`src/rtl/baud_tick_gen.sv`:
```
// Runtime-programmable UART timing generator: integer-plus-fractional
// divisor feeding an oversample tick chain, with oversample, bit-rate and
// mid-bit strobes, a square-wave bit clock and a sticky bad-load flag.
module baud_tick_gen #(
    parameter int DIV_W            = 16,
    parameter int FRAC_W           = 4,
    parameter int OSR              = 16,
    parameter int DEFAULT_DIV_INT  = 4,
    parameter int DEFAULT_DIV_FRAC = 0
) (
    input  logic              clk,
    input  logic              reset,
    input  logic              en,
    input  logic [DIV_W-1:0]  div_int,
    input  logic [FRAC_W-1:0] div_frac,
    input  logic              div_load,
    input  logic              resync,
    output logic              os_tick,
    output logic              bit_tick,
    output logic              mid_tick,
    output logic              bclk,
    output logic              cfg_err
);

    localparam int OS_W  = $clog2(OSR);
    localparam int CNT_W = DIV_W + 1;

    // Reject configurations the tick chain cannot represent.
    if ((OSR & (OSR - 1)) != 0 || OSR < 4) begin : g_bad_osr
        $fatal(1, "baud_tick_gen: OSR must be a power of two and >= 4");
    end
    if (DEFAULT_DIV_INT < 2 ||
        longint'(DEFAULT_DIV_INT) >= (longint'(1) << DIV_W)) begin : g_bad_div
        $fatal(1, "baud_tick_gen: DEFAULT_DIV_INT must be >= 2 and fit DIV_W bits");
    end

    logic [DIV_W-1:0]  act_int_q,  act_int_d;
    logic [FRAC_W-1:0] act_frac_q, act_frac_d;
    logic [CNT_W-1:0]  cnt_q,      cnt_d;
    logic [FRAC_W-1:0] acc_q,      acc_d;
    logic              extra_q,    extra_d;
    logic [OS_W-1:0]   os_cnt_q,   os_cnt_d;
    logic              bclk_q,     bclk_d;
    logic              cfg_err_q,  cfg_err_d;

    logic [CNT_W-1:0]  period_m1;
    logic [FRAC_W:0]   acc_sum;
    logic [OS_W-1:0]   os_cnt_inc;
    logic              load_ok;
    logic              phase_clr;

    // Tick decode: the current period is act_int plus one cycle when the
    // fraction accumulator carried on the previous tick.
    always_comb begin
        period_m1 = {1'b0, act_int_q} + CNT_W'(extra_q) - CNT_W'(1);
        os_tick   = en & (cnt_q == period_m1);
        bit_tick  = os_tick & (os_cnt_q == OS_W'(OSR - 1));
        mid_tick  = os_tick & (os_cnt_q == OS_W'(OSR / 2 - 1));
    end

    assign bclk    = bclk_q;
    assign cfg_err = cfg_err_q;

    // A valid load clears the phase exactly like resync; an invalid load
    // masks a simultaneous resync so the phase is left untouched.
    assign load_ok   = div_load & (div_int >= DIV_W'(2));
    assign phase_clr = load_ok | (resync & ~div_load);

    // Next-state: divisor load / error flag, then phase clear, tick or count.
    always_comb begin
        // NOTE: every _d is defaulted to its _q first so no path through the
        // branches below can leave one unassigned and infer a latch.
        act_int_d  = act_int_q;
        act_frac_d = act_frac_q;
        cnt_d      = cnt_q;
        acc_d      = acc_q;
        extra_d    = extra_q;
        os_cnt_d   = os_cnt_q;
        bclk_d     = bclk_q;
        cfg_err_d  = cfg_err_q;
        acc_sum    = {1'b0, acc_q} + {1'b0, act_frac_q};
        os_cnt_inc = os_cnt_q + OS_W'(1);

        if (load_ok) begin
            act_int_d  = div_int;
            act_frac_d = div_frac;
            cfg_err_d  = 1'b0;
        end else if (div_load) begin
            cfg_err_d  = 1'b1;
        end

        if (phase_clr) begin
            cnt_d    = '0;
            acc_d    = '0;
            extra_d  = 1'b0;
            os_cnt_d = '0;
            bclk_d   = 1'b0;
        end else if (os_tick) begin
            cnt_d    = '0;
            acc_d    = acc_sum[FRAC_W-1:0];
            extra_d  = acc_sum[FRAC_W];
            os_cnt_d = os_cnt_inc;
            bclk_d   = os_cnt_inc[OS_W-1];
        end else if (en) begin
            cnt_d    = cnt_q + CNT_W'(1);
        end
    end

    // State register with asynchronous active-high reset.
    always_ff @(posedge clk or posedge reset) begin
        // NOTE: state is updated with non-blocking assignments so every flop
        // samples the pre-edge values regardless of statement order.
        if (reset) begin
            act_int_q  <= DIV_W'(DEFAULT_DIV_INT);
            act_frac_q <= FRAC_W'(DEFAULT_DIV_FRAC);
            cnt_q      <= '0;
            acc_q      <= '0;
            extra_q    <= 1'b0;
            os_cnt_q   <= '0;
            bclk_q     <= 1'b0;
            cfg_err_q  <= 1'b0;
        end else begin
            act_int_q  <= act_int_d;
            act_frac_q <= act_frac_d;
            cnt_q      <= cnt_d;
            acc_q      <= acc_d;
            extra_q    <= extra_d;
            os_cnt_q   <= os_cnt_d;
            bclk_q     <= bclk_d;
            cfg_err_q  <= cfg_err_d;
        end
    end

endmodule
```
`config.mk`:
```
export PLATFORM = sky130hd
export DESIGN_NAME = baud_tick_gen
export DESIGN_NICKNAME = d
export VERILOG_FILES = /design/src/rtl/baud_tick_gen.sv
export SDC_FILE = /design/constraint.sdc
export NUM_CORES = 1
export LEC_CHECK = 0
export BUFFER_PORTS_ARGS = -buffer_cell sky130_fd_sc_hd__buf_2
export CELL_PAD_IN_SITES_DETAIL_PLACEMENT = 0
export CELL_PAD_IN_SITES_GLOBAL_PLACEMENT = 1
export CORE_MARGIN = 3
export CORE_UTILIZATION = 30
export CTS_CLUSTER_DIAMETER = 120
export DETAILED_ROUTE_END_ITERATION = 16
export GPL_TIMING_DRIVEN = 1
export PLACE_DENSITY = 0.57
export SLEW_MARGIN = 20
export SYNTH_ARGS = -nofsm -noshare
export SYNTH_HDL_FRONTEND = slang
export SYNTH_SLANG_ARGS = --single-unit
```
`constraint.sdc`:
```
create_clock -name clk -period 4.5 [get_ports clk]
set_input_delay 0.45 -clock clk [delete_from_list [all_inputs] [get_ports clk]]
set_output_delay 0.45 -clock clk [all_outputs]
set_load 0.02 [all_outputs]
```
* Word-level counts from Yosys, hierarchy flattened
Index checks and enable logic that the tools add are counted.
** Operators by class
- Bitwise logic cells :: 7
- Reduce and logical (&&, ||, !) cells :: 3
- Add/sub/neg operators :: 5
- Mux-type cells :: 13
- $lt $le $gt $ge :: 1
- Eq/ne operators :: 3
** Operators by type and width (count)
- $mux 17 :: 3
- $add 16x1->17 :: 1
- $add 17x1->17 const B :: 1
- $eq 17x17->1 :: 1
- $sub 17x1->17 const B :: 1
- $ge 16x2->1 const B :: 1
- $mux 4 :: 4
- $mux 1 :: 6
- $add 4x4->5 :: 1
- $and 1x1->1 :: 5
- $add 4x1->4 const B :: 1
- $eq 4x3->1 const B :: 1
- $eq 4x4->1 const B :: 1
- $reduce_bool 2->1 :: 2
- $reduce_bool 3->1 :: 1
- $not 1->1 :: 1
- $or 1x1->1 :: 1
** Storage, ports and cells
- Input port bits :: 25
- Logic and storage cells :: 40
- Bits in registers :: 48

* Longest topological paths before layout
Gate-level depths: netlist of run 1.
- Depth in word-level cells :: 6
- Depth in mapped cells :: 12

* Worst setup path after synthesis of run 1
Ideal clock, no wire load.
- Path type :: register to output
- Start :: reg act_int_q[0]
- End :: out mid_tick
- Path buffers :: 1
- Path slack :: 1253 ps
- Cell stages (with the launch flop) :: 11
- Data arrival time :: 2797 ps
- Path through :: dfrtp_1 -> inv_1 -> ha_1 -> ha_1 -> clkbuf_8 -> and3_1 -> o21ai_0 -> or3b_1 -> a211o_1 -> nor4_2 -> and4b_1
** On the way
- Cells in the longest elaborated chain, start to end :: 5
** Ends and longest elaborated chain
- from (decl) :: line 37 : logic [DIV_W-1:0] act_int_q, act_int_d;
- from (signal assigned) :: line 114 : act_int_q <= DIV_W'(DEFAULT_DIV_INT);
- from (signal assigned) :: line 123 : act_int_q <= act_int_d;
- $add 16x1->17 :: line 55 : period_m1 = {1'b0, act_int_q} + CNT_W'(extra_q) - CNT_W'(1);
- $sub 17x1->17 :: line 55
- $eq 17x17->1 :: line 56 : os_tick = en & (cnt_q == period_m1);
- $and 1x1->1 :: line 56
- named net os_tick :: line 18 : output logic os_tick,
- $and 1x1->1 :: line 58 : mid_tick = os_tick & (os_cnt_q == OS_W'(OSR / 2 - 1));
- to (decl) :: line 20 : output logic mid_tick,
The timed path passes the listed nets, and every way through them passes these cells.

* Final worst setup path of run 1
- Start :: reg act_int_q[0]
- End :: out mid_tick
** On the way
- Cells in the longest elaborated chain, start to end :: 5
** Ends and longest elaborated chain (line)
- $add 16x1->17 :: 55
- $sub 17x1->17 :: 55
- $eq 17x17->1 :: 56
- $and 1x1->1 :: 56
- $and 1x1->1 :: 58
Every way passes these cells.

==> flow_summary_export.csv, run 1 <==
group,metric,value,unit
run_status,outcome,"finished, final reports clean",
worst_hold_path,hold_class,"primary input to async pin",
global_route,antenna_found_initial,0,
synthesis,netlist_area,0.00281,mm2
timing,rsz0062_at_grt,"false",
cells_and_area,layout_common_cells,"46 x dfrtp_1, 29 x buf_2, 24 x nor2_1",
clocking,cts_made_buffers,5,
timing,skew,7.74,ps
timing,period_needed,3710,ps
clocking,clockBufferDepth,2,
worst_setup_path,worstSetupEndpointType,"output pin",
placement,dp_hpwl,4980,um
synthesis,yosys_warnings,0,
worst_setup_path,arrival,3260,ps
worst_setup_path,worst-path-max-fanout,14,
drt,dr_total_vias,2141,
drt,avgRoutedWirePerCell,15.8,um
clocking,cts_htree_levels,2,
pwr,p_leak,1.35,nW
floorplan,die_y,103,um
synthesis,synth-main-ff-cell,"dfrtp_1",
worst_setup_path,crit_buf_inv,2,
worst_setup_path,cp_cell_sequence,"inv_1 -> ha_1 -> ha_1 -> a21oi_1 -> o21ai_0 -> or3b_1 -> a211o_1 -> nor4_2 -> and4b_1 -> buf_2",
worst_setup_path,startpoint_type,"flip-flop",
drt,drt-pass1-iter-count,4,
worst_setup_path,critPathRequiredTime,4050,ps
worst_setup_path,critPathTopFamily,"simple AND/OR/NAND/NOR gates",
drt,wl,6640,um
floorplan,die_w,103,um
placement,place_area,0.00305,mm2
synthesis,ys_seq_elements,47,
global_route,grt_max_degree,48,
clocking,postCtsSetupRepairBufs,0,
floorplan,std_cell_rows,34,
clocking,hold_buffers,0,
cells_and_area,layout-drive-gt1-share,21.9,%
timing,worst_pin_slew,849,ps
floorplan,dieArea,0.0106,mm2
synthesis,netlist-cell-type-count,56,
timing,setup-tns-final,0,ps
synthesis,synthMuxAreaShare,7.93,%
synthesis,syn_inst,281,
floorplan,io_pins,30,
timing,slew_headroom,43.3,%
synthesis,syn_avg_cell_area,10.0,um2
cells_and_area,nets,344,
cells_and_area,diodes,0,
global_route,grt_pass1_wl,10800,um
synthesis,ys_seq_area_share,41.9,%
synthesis,async_reset_ff_share,100,%
drt,drt-initial-drc-count,75,
synthesis,yosys.area_share.xor_xnor,9.35,%
clocking,root_buffer,"clkbuf_8",
clocking,clk_latency,310,ps
job,maxCapViolCount,0,
synthesis,synth-simple-area-share,21.3,%
worst_setup_path,cpMostUsedCell,"ha_1",
clocking,clk_pin_slew,90,ps
timing,fmax,0.270,GHz
timing,min_period_over_period,82.4,%
worst_setup_path,max_stage_delay,450,ps
worst_setup_path,setup.worst_path.class,"flip-flop to output pin",
cells_and_area,layout_commonest_cell,"dfrtp_1",
placement,port_buffers,29,
synthesis,synth_top_family_by_area,"simple AND/OR/NAND/NOR gates",
placement,place.gp.congestion,0.822,
pwr,powerDensity,273,mW/mm2
clocking,cts_resized,0,
synthesis,synth_compound_area_share,11.9,%
cells_and_area,num-fill-cells,903,
cells_and_area,fin_area,0.00313,mm2
drt,drc_errors,0,
pwr,ir_worst_vdd,0.157,mV
floorplan,fp.coreArea,0.00889,mm2
cells_and_area,area_growth,11.5,%
worst_setup_path,critPathSlowestCell,"a211o_1",
timing,slew_violations,0,
worst_setup_path,reg2reg_slack,1370,ps
synthesis,synth_edf_count,0,
global_route,grt.overflow.total,0,
global_route,grt_use_total,13.4,%
drt,ant_nets,0,
synthesis,synth_nets,315,
clocking,cts_sinks,47,
global_route,grt_pass1_vias,2119,
timing,setup_viol,0,
clocking,tritoncts,"built",
timing,hold_violations,0,
drt,via_per_inst,5.11,
floorplan,start_util,31.6,%
synthesis,synthAdderAreaFrac,4.27,%
[synthesized netlist by cell type (all sizes together), types with 2 or more instances]
library cell | n | area [um2]
dfrtp | 46 | 1150
nor2 | 24 | 90.1
xor2 | 21 | 184
mux2 | 18 | 203
nand2 | 16 | 60.1
nand3 | 15 | 75.1
o21ai | 14 | 77.6
a21oi | 12 | 60.1
nor3 | 9 | 45.0
xnor2 | 9 | 78.8
ha | 8 | 100
inv | 8 | 30.0
nor4 | 8 | 71.3
nand4 | 7 | 43.8
clkbuf | 6 | 43.8
and3 | 5 | 31.3
a211oi | 4 | 30.0
a21o | 4 | 30.0
or3 | 4 | 31.3
buf | 3 | 21.3
nor3b | 3 | 22.5
or4 | 3 | 22.5
a211o | 2 | 17.5
a31oi | 2 | 12.5
and2 | 2 | 12.5
and4 | 2 | 17.5
mux2i | 2 | 20.0
nand2b | 2 | 12.5
nor2b | 2 | 12.5
o31ai | 2 | 15.0
[final cells by class]
class | count | area, um2 | area share [%]
clock buffer | 6 | 72.6 | 2.32
timing repair buffer | 31 | 160 | 5.11
tap | 108 | 135 | 4.31
multi-input combinational | 217 | 1550 | 49.3
sequential | 47 | 1180 | 37.6
inverter | 8 | 31.3 | 0.998
clock inverter | 2 | 12.5 | 0.399
[worst paths after layout]
| kind | from | end | depth (start not counted) |
|---|---|---|---|
| max reg2reg | act_int_q[0]$_DFFE_PP0P_ | cnt_q[1]$_DFFE_PP0P_ | 10 |
| max in group asynchronous | reset | cnt_q[13]$_DFFE_PP0P_ | 2 |
| min reg2reg | cfg_err$_DFFE_PP0P_ | cfg_err$_DFFE_PP0P_ | 2 |
| min in group clk | div_int[0] | act_int_q[0]$_DFFE_PP0P_ | 3 |
| min | reset | act_frac_q[2]$_DFFE_PP0P_ | 2 |
| max | act_int_q[0]$_DFFE_PP0P_ | mid_tick | 10 |
[routing by layer]
layer / track usage [%] / share of wire, % / vias to the layer above
met4: 3.59 / 1.2 / 0
met2: 21.5 / 45 / 30
met1: 18.7 / 51 / 1021
met5: 0 / 0 / -
li1: - / - / 1083
met3: 2.23 / 2.4 / 7
[cell families (layout without fill, tap and decap cells)]
group	after synthesis	in the layout
AOI/OAI and AO/OA	50	50
xor gates and xnor gates	30	30
adders and majority gates	9	9
buffers and inverters	17	47
DFF	47	47
muxes	20	20
and+or+nand+nor	108	108
[power by group]
| group | switching (mW) | internal [mW] |
|---|---|---|
| sequential | 0.0279 | 0.442 |
| combinational | 0.0676 | 0.0573 |
| clock | 0.153 | 0.109 |
| total | 0.249 | 0.609 |
[worst reg2reg max path, stage by stage (launching register included)]
cell	delay (ps)
dfrtp_1	340
inv_1	50
ha_1	200
ha_1	300
o21ba_2	240
a221oi_1	320
a41o_2	180
nand4_1	110
or3_4	470
o21ai_2	590
o21ai_0	190
[stage by stage]
| step | power [mW] | utilization [%] | instances | setup WS, ps | hold slack [ps] |
|---|---|---|---|---|---|
| floorplan | 0.563 | - | 281 | 1250 | 487 |
| global placement | 0.605 | 34.3 | 411 | 1160 | 478 |
| detailed placement | 0.605 | 34.3 | 411 | 1160 | 484 |
| CTS | 0.868 | 35.2 | 419 | 789 | 347 |
| global route | 0.903 | 35.3 | 419 | 602 | 329 |
| finish | 0.857 | 35.3 | 419 | 792 | 272 |
[state kept, by name, summed over array words and instances (netlist names)]
signal / flops
os_cnt_q: 4
act_frac_q: 4
extra_q: 1
acc_q: 4
cnt_q: 17
act_int_q: 16
cfg_err: 1
(Power assumes the default switching activity.)
==> inputs of run 2 (changes only) <==
PLACE_DENSITY = 0.59   (was 0.57)
clock period = 3.1 ns   (was 4.5 ns; I/O delays follow)
==> run 2 against run 1 <==
Critical path depth is 2 lower. Hold slack worse by 140 ps. Register-to-register slack worse by 1100 ps. Sequential share of layout area shrank 1.6 points. Setup slack worse by 730 ps. Final area increased by 4.8%. Clock skew increased by 1.5 ps. Non-clock buffer count increased by 13. Via count increased by 3.0%. First-iteration DRC count fell by 15%. Sequential power increased by 45%. Critical endpoint is now bit_tick. Largest cell class unchanged. Largest power group unchanged.
==> flow_summary_export.csv, run 2 (synthesis gave the netlist of run 1 again) <==
group,metric,value,unit
run_status,outcome,"finished, final reports clean",
cells_and_area,area_growth,16.9,%
cells_and_area,num-fill-cells,897,
floorplan,io_pins,30,
placement,place.gp.congestion,0.759,
drt,wl,6760,um
timing,setup-tns-final,0,ps
worst_setup_path,arrival,2730,ps
pwr,p_leak,1.43,nW
floorplan,dieArea,0.0106,mm2
drt,drt-pass1-iter-count,4,
placement,dp_hpwl,5050,um
clocking,tritoncts,"built",
floorplan,start_util,31.6,%
timing,skew,9.26,ps
floorplan,fp.coreArea,0.00889,mm2
timing,period_needed,3040,ps
cells_and_area,largest_register_ff_count,17,
clocking,clockBufferDepth,2,
global_route,antenna_found_initial,0,
worst_setup_path,setup.worst_path.class,"flip-flop to output pin",
clocking,clk_pin_slew,100,ps
drt,drt-initial-drc-count,64,
clocking,root_buffer,"clkbuf_8",
pwr,powerDensity,388,mW/mm2
placement,place_area,0.00314,mm2
clocking,cts_sinks,47,
worst_setup_path,worstSetupEndpointType,"output pin",
worst_hold_path,hold_class,"primary input to async pin",
cells_and_area,fin_cells,432,
cells_and_area,fin_area,0.00328,mm2
global_route,grt_pass1_wl,11200,um
timing,slew_violations,0,
timing,worst_pin_slew,909,ps
drt,drc_errors,0,
cells_and_area,diodes,0,
placement,port_buffers,29,
floorplan,std_cell_rows,34,
worst_setup_path,worst-path-max-fanout,6,
drt,via_per_inst,5.11,
worst_setup_path,critPathRequiredTime,2790,ps
cells_and_area,max_flop_register,"cnt_q",
cells_and_area,nets,357,
worst_setup_path,startpoint_type,"flip-flop",
cells_and_area,layout-drive-gt1-share,26.9,%
global_route,grt_pass1_vias,2199,
drt,ant_nets,0,
placement,dp.cells,420,
drt,dr_total_vias,2206,
job,maxCapViolCount,0,
global_route,grt_max_degree,48,
global_route,grt.overflow.total,0,
clocking,cts_htree_levels,2,
timing,hold_violations,0,
cells_and_area,layout_commonest_cell,"dfrtp_1",
clocking,cts_made_buffers,5,
global_route,grt_use_total,13.7,%
cells_and_area,layout_common_cells,"44 x dfrtp_1, 27 x buf_2, 24 x nor2_1",
floorplan,die_y,103,um
clocking,clk_latency,310,ps
timing,fmax,0.329,GHz
timing,rsz0062_at_grt,"true",
timing,slew_headroom,38.9,%
cells_and_area,largest_registers,"cnt_q: 17 flops, act_int_q: 16 flops",
worst_setup_path,r2r_cells,11,
clocking,hold_buffers,0,
pwr,ir_worst_vdd,0.171,mV
cells_and_area,fin_util,36.9,%
drt,avgRoutedWirePerCell,15.6,um
timing,min_period_over_period,98.0,%
floorplan,die_w,103,um
timing,setup_viol,0,
run 2: changes by cell type in the layout (fill, tap and decap cells not counted), sizes merged:
cell	previous run	this run
clkinvlp	1	2
buf	31	44
clkbuf	6	5
run 2: final timing paths:
path | start | to | slack (ps)
min in group clk | div_int[0] | act_int_q[0]$_DFFE_PP0P_ | 210
worst max-delay path | act_int_q[4]$_DFFE_PP0P_ | bit_tick | 60
worst min-delay path | reset | act_frac_q[1]$_DFFE_PP0P_ | 130
worst min register to register | cfg_err$_DFFE_PP0P_ | cfg_err$_DFFE_PP0P_ | 500
worst max register to register | act_int_q[0]$_DFFE_PP0P_ | os_cnt_q[3]$_DFFE_PP0P_ | 300
max in group asynchronous | reset | act_int_q[3]$_DFFE_PP0P_ | 2400
run 2: layout make-up:
type	count	area, um2	share of cell area [%]
Inverter	8	31.3	0.952
Clock buffer	5	68.8	2.10
Tap cell	108	135	4.11
Sequential cell	47	1180	35.9
Multi-Input combinational cell	217	1570	47.9
Timing Repair Buffer	44	275	8.38
Clock inverter	3	20.0	0.610
run 2: through the flow:
| step | power (mW) | hold WS [ps] | setup slack [ps] |
|---|---|---|---|
| floorplan | 0.819 | 427 | 143 |
| global placement | 0.889 | 474 | 265 |
| detailed placement | 0.889 | 484 | 176 |
| CTS | 1.29 | 209 | 2.83 |
| global route | 1.35 | 200 | -102 |
| finish | 1.28 | 128 | 62.2 |
run 2: per-layer routing:
metal | vias up | GRT usage [%] | routed length, um
met3 | 4 | 2.30 | 249
met5 | - | 0 | 0
met4 | 0 | 3.39 | 49
li1 | 1101 | - | -
met2 | 43 | 20.6 | 2940
met1 | 1058 | 20.4 | 3520
run 2: repair_timing:
| item | 4_1_cts | 5_1_grt |
|---|---|---|
| buffers inserted | 2 | 2 |
| endpoints found under the hold margin | 0 | 0 |
| setup endpoints to repair | 2 | 3 |
| gates resized for setup | 3 | 5 |
| pin swaps | 2 | 4 |
run 2: power by group:
part	switching (mW)	internal (mW)	leakage, nW
registers	0.0381	0.643	0.607
logic	0.108	0.102	0.781
clock network	0.228	0.158	0.0402
run 2: worst max-delay path, cell delays in order (launching register included):
cell,delay (ps)
dfrtp_1,480
nor4_4,300
and3_1,220
a211oi_1,70
or3b_1,380
a211o_1,310
nor4_4,290
and4_1,230
buf_4,140
==> inputs of run 3 (changes only) <==
--- a/config.mk
+++ b/config.mk
@@ -10,3 +10,2 @@
 export CELL_PAD_IN_SITES_GLOBAL_PLACEMENT = 1
-export CORE_MARGIN = 3
 export CORE_UTILIZATION = 30
--- a/constraint.sdc
+++ b/constraint.sdc
@@ -3,2 +3,2 @@
 set_output_delay 0.31 -clock clk [all_outputs]
-set_load 0.02 [all_outputs]
+set_load 0.05 [all_outputs]
==> run 3 against run 2 <==
Highest routed layer unchanged. Clock power grew 15%. Flip-flop and latch count unchanged. Critical endpoint is now mid_tick. Die area fell by 7.6%. Register-to-register slack improved by 20 ps. Sequential power about the same.
==> flow_summary_export.csv, run 3 (synthesis gave the netlist of run 1 again) <==
group,metric,value,unit
clocking,clk_latency,300,ps
drt,ant_nets,0,
job,maxCapViolCount,0,
worst_setup_path,critPathRequiredTime,2790,ps
timing,hold_violations,0,
global_route,grt_max_degree,48,
placement,place.gp.congestion,0.738,
placement,place_worst_setup_slack,144,ps
timing,hold_slack,138,ps
drt,drt-pass1-iter-count,4,
timing,skew,6.38,ps
worst_setup_path,crit_buf_inv,1,
timing,slew_headroom,40.9,%
placement,dp_hpwl,5160,um
timing,setup_viol,0,
timing,fmax,0.329,GHz
floorplan,io_pins,30,
cells_and_area,fin_util,37.8,%
placement,port_buffers,29,
global_route,grt.overflow.total,0,
worst_hold_path,hold_class,"primary input to async pin",
drt,via_per_inst,5.15,
clocking,clk_pin_slew,90,ps
drt,drt-initial-drc-count,63,
floorplan,dieArea,0.00976,mm2
timing,period_needed,3040,ps
floorplan,die_y,98.8,um
worst_setup_path,arrival,2730,ps
worst_setup_path,cp_cell_sequence,"nor4_4 -> and3_4 -> a211oi_1 -> or3b_4 -> a211o_1 -> nor4_4 -> and4b_4 -> buf_8",
worst_setup_path,reg2reg_slack,320,ps
worst_setup_path,setup.worst_path.class,"flip-flop to output pin",
timing,setup-tns-final,0,ps
clocking,clockBufferDepth,2,
worst_setup_path,critPathSlowestCell,"dfstp_2",
cells_and_area,layout_common_cells,"46 x dfrtp_1, 27 x buf_2, 24 x nor2_1",
cells_and_area,largest_register_ff_count,17,
worst_setup_path,critPathTopFamily,"simple AND/OR/NAND/NOR gates",
clocking,hold_buffers,0,
floorplan,die_w,98.8,um
clocking,cts_made_buffers,5,
timing,rsz0062_at_grt,"true",
clocking,cts_sinks,47,
global_route,grt_use_total,15.4,%
worst_setup_path,worstSetupEndpointType,"output pin",
pwr,p_leak,1.46,nW
timing,worst_pin_slew,880,ps
run_status,outcome,"finished, final reports clean",
timing,slew_violations,0,
clocking,cts_htree_levels,2,
global_route,grt_pass1_vias,2296,
cells_and_area,num-fill-cells,908,
pwr,powerDensity,402,mW/mm2
clocking,root_buffer,"clkbuf_8",
cells_and_area,diodes,0,
pwr,ir_worst_vdd,0.252,mV
cells_and_area,layout_commonest_cell,"dfrtp_1",
drt,avgRoutedWirePerCell,16.0,um
worst_setup_path,startpoint_type,"flip-flop",
drt,drc_errors,0,
floorplan,fp.coreArea,0.00889,mm2
worst_setup_path,max_stage_delay,410,ps
timing,finalWorstSetupSlack,57.5,ps
timing,min_period_over_period,98.1,%
floorplan,start_util,31.6,%
drt,wl,6940,um
worst_setup_path,worst-path-max-fanout,4,
cells_and_area,area_growth,19.6,%
global_route,antenna_found_initial,0,
worst_setup_path,reg2reg_from,"act_int_q[0]$_DFFE_PP0P_",
pwr,finalPower,1.35,mW
worst_setup_path,cpMostUsedCell,"nor4_4",
cells_and_area,layout-drive-gt1-share,28.1,%
worst_setup_path,crit_start,"act_int_q[2]$_DFFE_PP1P_",
cells_and_area,nets,361,
drt,dr_total_vias,2240,
global_route,grt_pass1_wl,11600,um
clocking,tritoncts,"built",
floorplan,std_cell_rows,34,
cells_and_area,max_flop_register,"cnt_q",
cells_and_area,largest_registers,"cnt_q: 17 flops, act_int_q: 16 flops",
## run 3: cell count changes in the layout (fill, tap and decap cells not counted), sizes merged
cell / delta
buf: +4
clkinvlp: -2
bufinv: +1
clkbuf: +1
clkinv: -1
## run 3: worst paths after layout
check	endpoint	depth (start not counted)
max	mid_tick	8
min	act_frac_q[2]$_DFFE_PP0P_	2
max reg2reg	os_cnt_q[3]$_DFFE_PP0P_	11
min reg2reg	cfg_err$_DFFE_PP0P_	2
max in group asynchronous	cnt_q[13]$_DFFE_PP0P_	2
min in group clk	act_int_q[0]$_DFFE_PP0P_	3
## run 3: final cells by class
class                           count  area, um2  share of cell area, %
Timing Repair Buffer               48        320                   9.53
Sequential cell                    47       1180                   35.0
Multi-Input combinational cell    217       1590                   47.4
Clock inverter                      1       30.0                  0.894
Clock buffer                        6       72.6                   2.16
Inverter                            8       31.3                  0.931
Tap cell                          108        135                   4.02
## run 3: timing repair
item	4_1_cts	5_1_grt
setup buffers	6	1
setup endpoints to repair	3	3
pin swaps	5	4
resized for setup	10	2
## run 3: metrics by stage
step / instances / cell area [um2]
floorplan: 281 / 2830
global placement: 421 / 3160
detailed placement: 421 / 3160
CTS: 434 / 3340
global route: 435 / 3360
finish: 435 / 3360
## run 3: worst reg2reg max path, stage by stage (launching register included)
cell      delay, ps
dfrtp_1         340
inv_1            50
ha_2            190
ha_4            170
buf_4           150
o21ba_2         200
a221oi_2        260
a41o_2          160
nand4_1         110
or3_4           460
or4_1           480
a21oi_1         140
## run 3: metal layers
metal,global-route usage (%),vias up,part of all wire (%),routed length (um)
met5,0,-,0,0
met4,4.94,0,1.2,85
li1,-,1106,-,-
met2,25.1,36,46,3190
met1,20.9,1092,50,3470
met3,2.48,6,2.7,189
## run 3: where the power goes
| part | leakage, nW | internal (mW) | total [mW] | switching (mW) |
|---|---|---|---|---|
| Clock | 0.0513 | 0.237 | 0.445 | 0.208 |
| Combinational | 0.803 | 0.110 | 0.227 | 0.117 |
| Sequential | 0.609 | 0.642 | 0.679 | 0.0364 |
